===== src/rtl/ext_loader_pkg.sv =====
// ---------------------------------------------------------------------------
// ext_loader_pkg
// Shared types and constants for the boot-time external memory loader:
//   - state_e           : loader FSM states
//   - BYTES_PER_WORD    : bytes assembled per stored word
//   - MAX_WORDS_DEFAULT : default largest accepted word count
//   - idx_width()       : word-index width for a given MAX_WORDS, $clog2(MAX_WORDS+1)
// ---------------------------------------------------------------------------
package ext_loader_pkg;

    localparam int unsigned BYTES_PER_WORD    = 4;
    localparam int unsigned MAX_WORDS_DEFAULT = 256;

    typedef enum logic [2:0] {
        ST_IDLE,
        ST_HDR,
        ST_DATA,
        ST_WRITE,
        ST_RUN
    } state_e;

    // Wide enough to hold any index 0..max_words, so idx+1 never overflows.
    function automatic int unsigned idx_width(input int unsigned max_words);
        return $clog2(max_words + 1);
    endfunction

endpackage


===== src/rtl/ext_mem_loader_byte_packer.sv =====
// ---------------------------------------------------------------------------
// byte_packer
// Assembles a little-endian 32-bit word from an accepted byte stream.
// Used for both the header count and the data words.
//   clk             in   clock
//   rst_n           in   asynchronous active-low reset
//   clear_i         in   return byte counter to zero (loader not collecting)
//   accept_i        in   a byte is consumed this cycle
//   byte_i          in   byte payload
//   word_o          out  word including the byte presented this cycle
//   word_complete_o out  this accept supplies the fourth byte of a word
// ---------------------------------------------------------------------------
module byte_packer
    import ext_loader_pkg::*;
(
    input  logic        clk,
    input  logic        rst_n,
    input  logic        clear_i,
    input  logic        accept_i,
    input  logic [7:0]  byte_i,
    output logic [31:0] word_o,
    output logic        word_complete_o
);

    localparam logic [1:0] LAST_BYTE = 2'(BYTES_PER_WORD - 1);

    logic [1:0]  cnt_q, cnt_d;
    // Only the first three bytes need storing: the fourth is taken straight
    // from byte_i so the finished word is available on its accept edge.
    logic [23:0] shift_q, shift_d;

    assign word_o          = {byte_i, shift_q};
    assign word_complete_o = accept_i && (cnt_q == LAST_BYTE);

    always_comb begin
        cnt_d   = cnt_q;
        shift_d = shift_q;
        if (clear_i) begin
            cnt_d   = '0;
            shift_d = '0;
        end else if (accept_i) begin
            cnt_d   = cnt_q + 2'd1;   // wraps to 0 after the fourth byte
            shift_d = word_o[31:8];
        end
    end

    // NOTE: state registers use non-blocking assignments so every flop in the
    // design samples its inputs from the same pre-edge values.
    always_ff @(posedge clk or negedge rst_n) begin
        if (!rst_n) begin
            cnt_q   <= '0;
            shift_q <= '0;
        end else begin
            cnt_q   <= cnt_d;
            shift_q <= shift_d;
        end
    end

endmodule


===== src/rtl/ext_mem_loader.sv =====
// ---------------------------------------------------------------------------
// ext_mem_loader
// Boot-time loader driving the external data-memory write port. Accepts a
// byte stream (4-byte LE word count, then that many LE words), issues one
// word store per word while holding the CPU in reset, then releases it.
//   clk           in   clock
//   reset         in   asynchronous active-low reset
//   start         in   begin a load (honoured in IDLE or RUN only)
//   in_valid      in   byte-stream valid
//   in_data       in   byte-stream payload
//   in_ready      out  a byte is accepted this cycle when in_valid is high
//   Ext_MemWrite  out  word-store strobe
//   Ext_DataAdr   out  store byte address (ADDR_BASE + 4*idx)
//   Ext_WriteData out  store data
//   cpu_reset     out  active-high CPU reset, low only while running
//   busy          out  load in progress
//   done          out  last load completed, CPU running
//   err           out  header count exceeded MAX_WORDS (sticky until start)
// All outputs are registered from the next-state value so they line up with
// the state they describe.
// ---------------------------------------------------------------------------
module ext_mem_loader
    import ext_loader_pkg::*;
#(
    parameter int unsigned MAX_WORDS = MAX_WORDS_DEFAULT,
    parameter logic [31:0] ADDR_BASE = 32'h0000_0000
) (
    input  logic        clk,
    input  logic        reset,
    input  logic        start,
    input  logic        in_valid,
    input  logic [7:0]  in_data,
    output logic        in_ready,
    output logic        Ext_MemWrite,
    output logic [31:0] Ext_DataAdr,
    output logic [31:0] Ext_WriteData,
    output logic        cpu_reset,
    output logic        busy,
    output logic        done,
    output logic        err
);

    localparam int unsigned IDX_W = idx_width(MAX_WORDS);

    state_e             state_q, state_d;
    logic [IDX_W-1:0]   idx_q, idx_d;
    logic [IDX_W-1:0]   count_q, count_d;
    logic               err_q, err_d;
    logic               in_ready_q, in_ready_d;
    logic               mem_write_q, mem_write_d;
    logic [31:0]        addr_q, addr_d;
    logic [31:0]        wdata_q, wdata_d;
    logic               cpu_reset_q, cpu_reset_d;
    logic               busy_q, busy_d;
    logic               done_q, done_d;

    logic               pk_clear;
    logic               pk_accept;
    logic               pk_complete;
    logic [31:0]        pk_word;

    assign pk_accept = in_valid && in_ready_q;

    byte_packer u_packer (
        .clk             (clk),
        .rst_n           (reset),
        .clear_i         (pk_clear),
        .accept_i        (pk_accept),
        .byte_i          (in_data),
        .word_o          (pk_word),
        .word_complete_o (pk_complete)
    );

    // Next state, counters and sticky error.
    always_comb begin
        // NOTE: every signal written here gets a default first, so no path
        // leaves one unassigned and no latch is inferred.
        state_d  = state_q;
        idx_d    = idx_q;
        count_d  = count_q;
        err_d    = err_q;
        pk_clear = 1'b0;

        unique case (state_q)
            ST_IDLE: begin
                pk_clear = 1'b1;
                if (start) begin
                    state_d = ST_HDR;
                    idx_d   = '0;
                    count_d = '0;
                    err_d   = 1'b0;
                end
            end
            ST_HDR: begin
                if (pk_complete) begin
                    if (pk_word == 32'd0) begin
                        state_d = ST_RUN;
                    end else if (pk_word > MAX_WORDS) begin
                        err_d   = 1'b1;
                        state_d = ST_IDLE;
                    end else begin
                        count_d = pk_word[IDX_W-1:0];
                        state_d = ST_DATA;
                    end
                end
            end
            ST_DATA: begin
                if (pk_complete) begin
                    state_d = ST_WRITE;
                end
            end
            ST_WRITE: begin
                idx_d   = idx_q + IDX_W'(1);
                state_d = (idx_d == count_q) ? ST_RUN : ST_DATA;
            end
            ST_RUN: begin
                pk_clear = 1'b1;
                if (start) begin
                    state_d = ST_HDR;
                    idx_d   = '0;
                    count_d = '0;
                    err_d   = 1'b0;
                end
            end
            default: begin
                state_d = ST_IDLE;
            end
        endcase
    end

    // Registered outputs, decoded from the state being entered.
    always_comb begin
        in_ready_d  = (state_d == ST_HDR) || (state_d == ST_DATA);
        busy_d      = (state_d == ST_HDR) || (state_d == ST_DATA) || (state_d == ST_WRITE);
        done_d      = (state_d == ST_RUN);
        cpu_reset_d = (state_d != ST_RUN);
        mem_write_d = (state_d == ST_WRITE);
        addr_d      = addr_q;
        wdata_d     = wdata_q;
        // Entering WRITE coincides with the fourth data byte, so the packer's
        // word output already holds the complete word. idx_q is still the
        // index of that word here; it advances during WRITE.
        if (state_d == ST_WRITE) begin
            addr_d  = ADDR_BASE + (32'(idx_q) << 2);
            wdata_d = pk_word;
        end
    end

    always_ff @(posedge clk or negedge reset) begin
        if (!reset) begin
            state_q     <= ST_IDLE;
            idx_q       <= '0;
            count_q     <= '0;
            err_q       <= 1'b0;
            in_ready_q  <= 1'b0;
            mem_write_q <= 1'b0;
            addr_q      <= '0;
            wdata_q     <= '0;
            cpu_reset_q <= 1'b1;
            busy_q      <= 1'b0;
            done_q      <= 1'b0;
        end else begin
            state_q     <= state_d;
            idx_q       <= idx_d;
            count_q     <= count_d;
            err_q       <= err_d;
            in_ready_q  <= in_ready_d;
            mem_write_q <= mem_write_d;
            addr_q      <= addr_d;
            wdata_q     <= wdata_d;
            cpu_reset_q <= cpu_reset_d;
            busy_q      <= busy_d;
            done_q      <= done_d;
        end
    end

    assign in_ready      = in_ready_q;
    assign Ext_MemWrite  = mem_write_q;
    assign Ext_DataAdr   = addr_q;
    assign Ext_WriteData = wdata_q;
    assign cpu_reset     = cpu_reset_q;
    assign busy          = busy_q;
    assign done          = done_q;
    assign err           = err_q;

endmodule


===== config.mk =====
export PLATFORM = sky130hd
export DESIGN_NAME = ext_mem_loader
export DESIGN_NICKNAME = d
export VERILOG_FILES = /design/src/rtl/ext_loader_pkg.sv /design/src/rtl/ext_mem_loader_byte_packer.sv /design/src/rtl/ext_mem_loader.sv
export SDC_FILE = /design/constraint.sdc
export NUM_CORES = 1
export LEC_CHECK = 0
export ABC_CLOCK_PERIOD_IN_PS = 3400
export CORE_MARGIN = 1.5
export CORE_UTILIZATION = 56
export CTS_CLUSTER_SIZE = 30
export DETAILED_ROUTE_END_ITERATION = 8
export GPL_TIMING_DRIVEN = 0
export PLACE_DENSITY_LB_ADDON = 0.25
export SYNTH_ARGS = -nofsm -noshare
export SYNTH_HDL_FRONTEND = slang
export SYNTH_SLANG_ARGS = --single-unit

===== constraint.sdc =====
create_clock -name clk -period 3.4 [get_ports clk]
set_input_delay 0.51 -clock clk [delete_from_list [all_inputs] [get_ports clk]]
set_output_delay 0.51 -clock clk [all_outputs]
set_load 0.01 [all_outputs]

Word level (Yosys, flattened, before mapping):

Cells that the tools add are included.

* logic and storage cells: 68
* output and inout bits: 70
* register bits: 94
* input port bits: 12

* $lt $le $gt $ge: 1
* reduce and logical (&&, ||, !) cells: 13
* multiplexer cells: 23
* equal/unequal tests: 16
* add/sub/neg operators: 2

Operator list (count)
* 24-bit 2-to-1 mux: 2
* 9-bit 2-to-1 mux: 4
* 9-bit case mux with 2 select lines: 2
* 32-bit by 9-bit greater-than comparator with 1-bit output (second input constant): 1
* 32-bit logical NOT: 1
* 3-bit 2-to-1 mux: 5
* 3-bit by 2-bit == test with 1-bit output (second input constant): 4
* 3-bit case mux with 4 select lines: 1
* 5-bit AND reduction: 2
* 9-bit by 1-bit adder with 9-bit output (second input constant): 1
* 9-bit == test: 1
* 2-bit inequality test (second input constant): 4
* 3-bit by 1-bit == test with 1-bit output (second input constant): 2
* 3-bit == test (second input constant): 2
* 2-bit 2-to-1 mux: 3
* 2-bit nonzero test: 3
* 1-bit 2-to-1 mux: 5
* 3-bit logical NOT: 1
* 3-bit inequality test (second input constant): 1
* 2-bit by 1-bit adder with 2-bit output (second input constant): 1
* 2-bit == test (second input constant): 1
* 1-bit logical AND: 2
* 1-bit logical OR: 2
* 2-bit by 1-bit inequality test with 1-bit output (second input constant): 1
* other kinds (3): 3

Longest topological paths before layout:

* word-level depth: 8
* gate-level depth with buffers: 7
* mapped depth without buffers: 6

By module:

Synthesis repeated with hierarchy kept, for this count alone.

* cells, all modules: 375
* area total of the unflattened synthesis: 4381.7 um^2

By module, submodules not included
* ext_mem_loader: area an instance 3228.1 um^2, instances 1, cells an instance 281
* byte_packer: area an instance 1153.6 um^2, instances 1, cells an instance 94

Worst setup path before layout:

Ideal clock, no wire load.

* kind: register to register
* from: register u_packer.shift_q[3]
* to: register in_ready_q (netlist: in_ready)
* required time: 3.305 ns
* clock period less this slack: 2.232 ns
* slack: 1.168 ns
* setup time: 0.095 ns
* cell stages (with the launch flop): 7
* arrival time: 2.137 ns
* cells stage by stage: dfrtp_1 -> or4_4 -> or3_4 -> a2111oi_4 -> buf_6 -> nor3b_2 -> nor4b_2

* longest elaborated chain between the ends: 7

Ends and longest elaborated chain
* from (decl): RTL line ext_mem_loader_byte_packer.sv:30 `logic [23:0] shift_q, shift_d;`
* from (signal assigned): RTL line ext_mem_loader_byte_packer.sv:55 `shift_q <= shift_d;`
* 32-bit by 9-bit greater-than comparator with 1-bit output: RTL line ext_mem_loader.sv:98 `end else if (pk_word > MAX_WORDS) begin`
* 2-bit 2-to-1 mux: RTL line ext_mem_loader.sv:98
* 3-bit 2-to-1 mux (*): RTL line ext_mem_loader.sv:96 `if (pk_word == 32'd0) begin`
* 3-bit 2-to-1 mux (*): RTL line ext_mem_loader.sv:95 `if (pk_complete) begin`
* 3-bit case mux with 4 select lines (*): RTL line ext_mem_loader.sv:84 `unique case (state_q)`
* 3-bit by 1-bit == test with 1-bit output or 3-bit by 2-bit == test with 1-bit output (tied branches): RTL line ext_mem_loader.sv:133 `in_ready_d = (state_d == ST_HDR) || (state_d == ST_DATA);`
* 1-bit logical OR (*): RTL line ext_mem_loader.sv:133
* named net in_ready_d: RTL line ext_mem_loader.sv:49 `logic in_ready_q, in_ready_d;`
* to (signal assigned): RTL line ext_mem_loader.sv:167 `in_ready_q <= in_ready_d;`
* to (decl): RTL line ext_mem_loader.sv:49

The timed path passes the listed nets; every way through them passes the cells marked *.
A chain may end at the register's enable or synchronous reset.

Final worst setup path:

* from: register idx_q[0]
* to: register in_ready_q (netlist: in_ready)

* longest elaborated chain between the ends: 6

Ends and longest elaborated chain
* from (decl): RTL line ext_mem_loader.sv:46 `logic [IDX_W-1:0] idx_q, idx_d;`
* from (signal assigned): RTL line ext_mem_loader.sv:164 `idx_q <= idx_d;`
* 9-bit by 1-bit adder with 9-bit output (*): RTL line ext_mem_loader.sv:113 `idx_d = idx_q + IDX_W'(1);`
* 9-bit == test (*): RTL line ext_mem_loader.sv:114 `state_d = (idx_d == count_q) ? ST_RUN : ST_DATA;`
* 3-bit 2-to-1 mux (*): RTL line ext_mem_loader.sv:114
* 3-bit case mux with 4 select lines (*): RTL line ext_mem_loader.sv:84
* 3-bit by 1-bit == test with 1-bit output or 3-bit by 2-bit == test with 1-bit output (tied branches): RTL line ext_mem_loader.sv:133
* 1-bit logical OR (*): RTL line ext_mem_loader.sv:133
* named net in_ready_d: RTL line ext_mem_loader.sv:49

Marks and branches as above.

==> metrics.txt <==
hpwl dp 6360 µm; Gate power share 40.9%; RSZ-0062 raised after global routing false; diode count 0; Setup crit end kind flop; Reg clk slew, reported paths 100 ps; DP Area 0.00512 mm²; Worst Hold Class input port to async pin; top cell type's share of synthesized area 54.0%; first-pass detailed-route iteration total 4; CP peak stage delay 740 ps; WL per Instance 15.1 µm; Synth area leaders dfrtp_1 54%, mux2_2 10%, nand2_1 5.1%; Crit Path Max Fanout 7; fin area 0.00531 mm²; critical path arrival around 2800 ps; sequential share of power between 40% and 50%; Post-DRT Antenna Nets 0; P_int 2730 µW; vias in the first global route ~3.1k; PnR worst setup slack ~860 ps; Sink Count 94; Core Region 0.00733 mm²; synthesized cell area between 0.004 and 0.005 mm²; post-route minimum period ~2500 ps; Final Cycle Share 74.8%; initial antenna violation count 0; die area ~0.0082 mm²; drc violations 0; Synth Register Bits 94; FFs w/ async S/R, synth 100%; GRT Total Usage 22.5%; Leak 0.00252 µW; setup bufs post-CTS 0; layout cells sized above 1 between 15 and 20%; Critical Path Source Type flop; Port Buffers 58; Chip Height 90.7 µm; Yosys Warn Count 0; clk_skew 9.09 ps; Initial Util 58.8%; FMAX 393 MHz; vias per cell ~5.4; CP max stage cell nor4_1; Layout Area Growth over Synthesis 23.2%; post-synth top area cell dfrtp_1; syn avg cell area 11.0 µm²; via count 3183; Longest Clk Path Bufs 2; filler cell count 518; total power around 4300 µW; io pins 82; Commonest cells post-synth 93 x dfrtp_1, 59 x nand2_1, 40 x mux2_2; # rows 31; Cells after Synth 390; Slew @ Worst Pin 809 ps; Max VDD drop 0.450 mV; DR iter-0 viols 255; Worst-Skew Late Latency between 300 and 400 ps; Net Sw Frac 36.9%; Critical Path RT 3620 ps; P per Cell Area 815 mW/mm²; crit path cell chain ha_1 -> xor3_1 -> nor3_1 -> o221ai_1 -> nor4_1 -> nor4b_2; R2R setup slack between 800 and 900 ps; Yosys cell types 50; power share of the clock group 16.3%; total CTS buffers 9; Layout Nets 496; CTS H-tree depth 3; EDFF count, synth 0; top-count cell post-synth dfrtp_1; Crit Path Class flop to flop; largest net degree at the start of global routing 67; setup TNS 0 ps; first-pass GRT wire length 14800 µm; top_reg_cell synth dfrtp_1; drt total wl 8840 µm; slew margin rel. 45.6%; root buffer cell clkbuf_8; max_cap viols 0; post-cts resize count 0; Slew Limit Fails 0; status complete, no violations; CTS tree built; Switch Pwr between 1500 and 2000 µW; Reg-to-Reg End in_ready; sequential fraction of the synthesis area 54.6%; cells on worst reg2reg path 6; hold buffer count at CTS 0; grt total ovfl 0; endpoints failing hold 0; pre-CTS WS a little under 700 ps; final setup vio count 0; die width 90.7 µm; RePlAce Congestion 0.829; reg2reg start idx_q[0]
-- worst max path at each step --
stage / slack (ps) / depth (start not counted) / endpoint / from
floorplan: 1170 / 6 / in_ready / u_packer.shift_q[3]
global placement: -1470 / 1 / Ext_WriteData[20] / reset
detailed placement: 690 / 6 / Ext_DataAdr[10] / in_valid
CTS: 840 / 6 / in_ready / idx_q[0]
global route: 750 / 6 / in_ready / idx_q[0]
finish: 860 / 6 / in_ready / idx_q[0]
-- flip-flops by register name, indices dropped and copies added (netlist names) --
signal / count
Ext_WriteData: 32
u_packer.shift_q: 24
Ext_DataAdr: 9
count_q: 9
idx_q: 9
state_q: 3
u_packer.cnt_q: 2
Ext_MemWrite: 1
busy: 1
cpu_reset: 1
done: 1
err: 1
in_ready: 1
-- worst max-delay path, delay by kind of cell (launching register included) --
family	cells	cell delay (ps)
DFF	1	480
AOI/OAI and AO/OA	1	190
xor gates and xnor gates	1	430
adders and majority gates	1	270
and+or+nand+nor	3	1040
-- routing by layer --
| metal | GRT usage, % | share of wire (%) | vias up |
|---|---|---|---|
| met5 | 0 | 0 | - |
| met4 | 8.60 | 1.4 | 0 |
| met3 | 5.64 | 6.6 | 11 |
| met2 | 37.7 | 51 | 113 |
| met1 | 28.0 | 41 | 1563 |
| li1 | - | - | 1496 |
-- stage by stage --
step | utilization (%) | hold WS [ps] | cells
after floorplan | - | 214 | 412
after global placement | 69.5 | 464 | 569
final | 72.4 | 63.3 | 586
after detailed placement | 69.9 | 464 | 570
after CTS | 72.4 | 65.5 | 586
after global routing | 72.4 | 84.1 | 586
-- power by group through the flow --
stage / combinational, µW / clock [µW] / sequential [µW]
6_report: 1770 / 706 / 1850
5_1_grt: 1930 / 767 / 1910
3_3_place_gp: 1710 / 0 / 1860
4_1_cts: 1780 / 719 / 1850
2_1_floorplan: 938 / 0 / 1900
3_5_place_dp: 1760 / 0 / 1870
-- cells by family (layout without fill, tap and decap cells) --
logic type | Yosys count | after routing | synth area share [%]
AOI/OAI and AO/OA | 71 | 71 | 10.1
xor gates and xnor gates | 12 | 12 | 3.11
adders and majority gates | 3 | 3 | 0.813
buffers and inverters | 48 | 123 | 6.53
DFF | 94 | 94 | 54.6
muxes | 41 | 41 | 10.7
other | 1 | 23 | 0.0870
and+or+nand+nor | 120 | 120 | 14.0
-- layout by cell type (no fill, tap or decap), drive strengths merged, types with 3 or more instances in the layout --
master	synthesis	final
inv	3	7
nand2b	4	4
dfrtp	93	93
mux2	40	40
nand4	4	4
clkbuf	17	26
a21oi	35	35
clkinv	0	3
a31oi	3	3
and3	12	12
xor2	4	4
buf	28	30
o21ai	15	15
conb	1	23
nand2	59	59
nor4	8	8
a21o	8	8
nand3	4	4
xnor2	6	6
nor2	7	7
clkdlybuf4s50	0	57
nor3	7	7
nor2b	3	3
-- final cells by class --
class	instances	area, µm²	area share, %
Inverter	3	11.3	0.212
Buffer	45	270	5.09
Clock buffer	9	124	2.33
Tap cell	99	124	2.33
Sequential cell	94	2350	44.3
Clock inverter	7	63.8	1.20
Timing Repair Buffer	59	606	11.4
Multi-Input combinational cell	270	1760	33.1
No activity file was read; power rests on OpenSTA's default activity.
